### config.mk
export PLATFORM = sky130hd
export DESIGN_NAME = seq_chk_sat_counter
export DESIGN_NICKNAME = d
export VERILOG_FILES = /design/src/rtl/seq_chk_sat_counter.sv
export SDC_FILE = /design/constraint.sdc
export NUM_CORES = 1
export LEC_CHECK = 0
export BUFFER_PORTS_ARGS = -buffer_cell sky130_fd_sc_hd__buf_2
export CAP_MARGIN = 5
export CORE_ASPECT_RATIO = 1.2
export CORE_MARGIN = 5
export CORE_UTILIZATION = 50
export DETAILED_ROUTE_END_ITERATION = 6
export PLACE_DENSITY = 0.75
export SLEW_MARGIN = 10
export SYNTH_ARGS = -nofsm -noshare
export SYNTH_HDL_FRONTEND = slang
export SYNTH_SLANG_ARGS = --single-unit
### constraint.sdc
create_clock -name clk -period 4.29 [get_ports clk]
set_input_delay 0.858 -clock clk [delete_from_list [all_inputs] [get_ports clk]]
set_output_delay 0.858 -clock clk [all_outputs]
set_load 0.02 [all_outputs]
### src/rtl/seq_chk_sat_counter.sv
// Saturating up-counter with synchronous reset and clear.
// Ports: clk, rst (sync, active-high), clr, inc -> count[WIDTH-1:0].
module seq_chk_sat_counter #(
    parameter int WIDTH = 16
) (
    input  logic             clk,
    input  logic             rst,
    input  logic             clr,
    input  logic             inc,
    output logic [WIDTH-1:0] count
);

    always_ff @(posedge clk) begin
        if (rst || clr) begin
            count <= '0;
        end else if (inc && (count != '1)) begin
            count <= count + WIDTH'(1);
        end
    end

endmodule

; ---- After elaboration in Yosys (flattened, before gate mapping)
; Cells that the tools add are included.
[op_classes]
n_addsub = 1
n_mul = 0
n_div = 0
n_lt_le_gt_ge = 0
eq_ne = 1
shifts = 0
mux = 0
bitwise_logic = 0
reduce_logical = 2
[ops]
columns = cell, count
row1 = $add A16 B1 Y16 const B, 1
row2 = $ne A16 B16 Y1 const B, 1
row3 = $logic_and A1 B1 Y1, 1
row4 = $logic_or A1 B1 Y1, 1
[totals]
regBits = 16
latch_bits = 0
ramBits = 0
romBits = 0
input_bits = 4
wordCells = 5
memories = 0

; ---- Longest topological paths before layout
[logic_depth]
word_depth = 2
depth_mapped = 5
ltp_nobuf = 5

; ---- Least setup slack after synthesis
; Ideal clock, no wire load.
[synth_timing]
kind = input -> register
from = input inc
to = register count[14]
setup_time_ns = 0.070
arrival_ns = 1.710
slack_ns = 2.509
path_stages = 4
path_buffers = 0
path_cell_list = nand4_1 -> a41o_1 -> or3_1 -> a21oi_1
[synth_between]
elab_chain_cells = 1
[synth_lines]
columns = element, line_no
row1 = from (decl), 9  ; input logic inc,
row2 = $logic_and A1 B1 Y1, 16  ; end else if (inc && (count != '1)) begin
row3 = to (signal assigned), 17  ; count <= count + WIDTH'(1);
row4 = to (decl), 10  ; output logic [WIDTH-1:0] count
; No other way between the ends.
; A chain may end at the register's enable or synchronous reset.

; ---- Final worst setup path
[layout_timing]
from = register count[0]
to = register count[9]
[layout_between]
elab_chain_cells = 2
elab_cells_between_ends = 3
cone_classes = 1 x add/sub / 1 x eq/ne / 1 x reduce/logical
[layout_lines]
columns = element
row1 = branches (longest 2 deep; another with $add A16 B1 Y16)
; Several ways; the timed one is not identified.

==> qor.txt <==
Synth Net Count = 100
Number of remaining DRC errors = 0
#FFs+latches synth = 16
Most common flop cell mapped by yosys = dfxtp_1
Max rail drop VDD = 0.153 mV
Internal power = 204 uW
Worst path required time = 4500 ps
Share of flip-flops with an asynchronous set or reset = 0%
Post-CTS Resized = 0
Kind of critical path = reg2reg
Power density over the cells = 262 nW/um^2
Minimum clock period after layout = 1840 ps
Biggest regs = count: 16 flops
Worst Skew = 6.23 ps
Outcome = finished clean
Final setup vio count = 0
Arrival time at the worst endpoint = 2060 ps
Routing usage on met1 = 22.4%
Die Y = 55.1 um
Leak Pwr = 0.000416 uW
CORE AREA = 1620 sq um
Final ANT Viol Nets = 0
Ports = 20
Synth cell types = 30
Hold EP = count[1]
Worst r2r path cells = 5
Max Slew Vio Count = 0
Share of cells above drive strength 1 = 26.1%
Max reg flops = 16
Ranking of synthesized cells by area = dfxtp_1, a21oi_1, a41o_1
Min-delay src = count[1]
Net Sw Frac = 21.1%
Final worst-path cycle share = 42.9%
Syn Std Cell Area = 847 sq um
Worst relative slew slack = 56.5%
Final Hold Viols = 0
Die Width = 47.6 um
Max Cap Violations = 0
First-pass GRT wire length = 3410 um
Met3 usage = 3.88%
Vias per std cell = 6.15
CP max-delay cell = nor4_2
Top cells by count, synth = dfxtp_1, a21oi_1, nor2_1, nand2_1
Number of global-route vias before repair = 795
Clock root cell = clkbuf_4
Flop pwr share = 58.0%
Vias = 818
Area Overhead vs Synth = 16.7%
TritonCTS clock tree = built
Syn Inst Count = 95
Setup TNS = 0 ps
Critical Path Fanout Max = 8
Nets = 121
Switching power = 54.4 uW
Clk pwr share = 38.0%
Tightest Pin Transition = 648 ps
Worst R2R Setup Slack = 2450 ps
Sequential area share after synthesis = 37.8%
Crit path capture type = flop
Reg clk slew, reported paths = 100 ps
CTS Sinks = 16
First-pass iteration count of the detailed router = 4
H-Tree Depth = 1
I/O Buffers = 19
RSZ-0062 raised after global routing = false
Die area = 2620 sq um
Critical path buffers and inverters = 0
N_diodes = 0
Initial antenna violation count = 0
Met2 Use GR = 30.4%
Routed WL = 1930 um
Iteration-0 DRC count of the detailed router = 9
Post-synth EDFFs = 0
Wirelength per Cell = 14.5 um
Rows = 16
CP peak stage delay = 650 ps
Worst min path class = reg2reg
Max Freq = 543 MHz
Busiest grt layer = met2
Register with the most flip-flops = count
Yosys Warn Count = 0
Filler cells = 149
Largest net degree at the start of global routing = 16
Synth Area per Inst = 8.92 sq um
CTS Hold Bufs = 0
Dpl cell area = 952 sq um
Clock tree buffer depth = 2
Worst Setup Start Kind = flop
Reg-to-Reg End = count[9]
Clock Latency Late Sink = 280 ps
Starting density of the core = 52.2%
Most common cell in the netlist = dfxtp_1
Post-CTS setup buffers = 0
GRT Residual Overflow = 0
Hold Crit Depth = 2
Synth top area share = 37.8%
Critical path's top delay family = simple AND/OR/NAND/NOR gates
Comb power frac = 4.0%
Area leader, netlist = dfxtp_1
Gp weighted congestion = 0.779
GRT Total Usage = 17.9%
Post-layout instance area = 988 sq um
Worst path cell trace = ha_1 -> nand3_1 -> nor4_2 -> o21ai_0 -> a21oi_1
Dpl hpwl = 1410 um
FF-to-FF Start = count[0]
CTS Buf Count = 3
-- layer usage --
metal / vias up / part of all wire [%]
li1: 415 / -
met1: 380 / 47
met2: 19 / 48
met3: 4 / 4.7
met4: 0 / 1.2
met5: - / 0
-- power by group through the flow --
| stage | Clock [uW] | Combinational [uW] | Sequential (uW) |
|---|---|---|---|
| 2_1_floorplan | 0 | 5.63 | 154 |
| 3_3_place_gp | 0 | 10.3 | 153 |
| 3_5_place_dp | 0 | 10.5 | 153 |
| 4_1_cts | 101 | 10.6 | 150 |
| 5_1_grt | 112 | 11.8 | 150 |
| 6_report | 98.2 | 10.4 | 150 |
-- final cells by class --
cell class | instances | area (sq um) | area share, %
clock buffer | 4 | 36.3 | 3.67
multi-input combinational | 75 | 510 | 51.6
inverter | 1 | 3.75 | 0.380
timing repair buffer | 19 | 95.1 | 9.62
tap | 18 | 22.5 | 2.28
sequential | 16 | 320 | 32.4
-- per-stage QoR --
stage | setup WS (ps) | hold slack [ps] | power (uW) | std cells | utilization, %
5_1_grt | 2190 | 551 | 274 | 133 | 61.0
3_3_place_gp | 2300 | 489 | 164 | 129 | 58.7
4_1_cts | 2430 | 515 | 261 | 133 | 61.0
3_5_place_dp | 2250 | 501 | 164 | 129 | 58.7
6_report | 2450 | 514 | 259 | 133 | 61.0
2_1_floorplan | 2510 | 566 | 160 | 95 | -
-- worst max-delay path by stage --
stage                         from        end  slack (ps)  depth (start not counted)
after floorplan                inc  count[14]        2510                          4
after global placement         inc  count[14]        2300                          5
after detailed placement       inc  count[10]        2250                          5
after CTS                 count[0]   count[9]        2430                          5
after global routing      count[0]   count[9]        2190                          5
final                     count[0]   count[9]        2450                          5
-- cells by family (layout without fill, tap and decap cells) --
group,count (synthesis),in the layout,share of synthesized area (%)
xor+xnor,3,3,3.10
buf+inv,4,24,1.92
fa+ha+maj,1,1,1.48
compound gates,27,27,21.9
flops,16,16,37.8
simple gates,44,44,33.8
-- placed cells by master, fill, tap and decap left out --
cell,synthesis,layout
nand2_1,6,6
and3_4,1,1
inv_1,1,1
xnor2_1,1,1
o41ai_2,1,1
a41o_1,4,4
o211a_1,1,1
nand3_1,5,5
a211oi_1,1,1
nand4_2,1,1
xor2_1,2,2
or2_2,1,1
dfxtp_1,16,16
o31ai_1,3,3
ha_1,1,1
or4_4,1,1
and2_1,2,2
nor4_2,1,1
a31oi_1,3,3
buf_2,0,19
clkbuf_8,0,1
and4_1,4,4
nand4_1,5,5
a21oi_1,9,9
or3_1,5,5
or4_1,3,3
o21ai_0,5,5
nor2_1,7,7
nor3_1,1,1
clkbuf_4,0,3
nand4_4,1,1
-- worst reg2reg max path, delay by kind of cell, from the launching register on --
family	cells	cell delay, ps
AND/OR/NAND/NOR	2	810
flip-flops	1	420
AO/OA/AOI/OAI	2	330
adder cells (fa/ha/maj)	1	220
No activity file was read; power rests on OpenSTA's default activity.
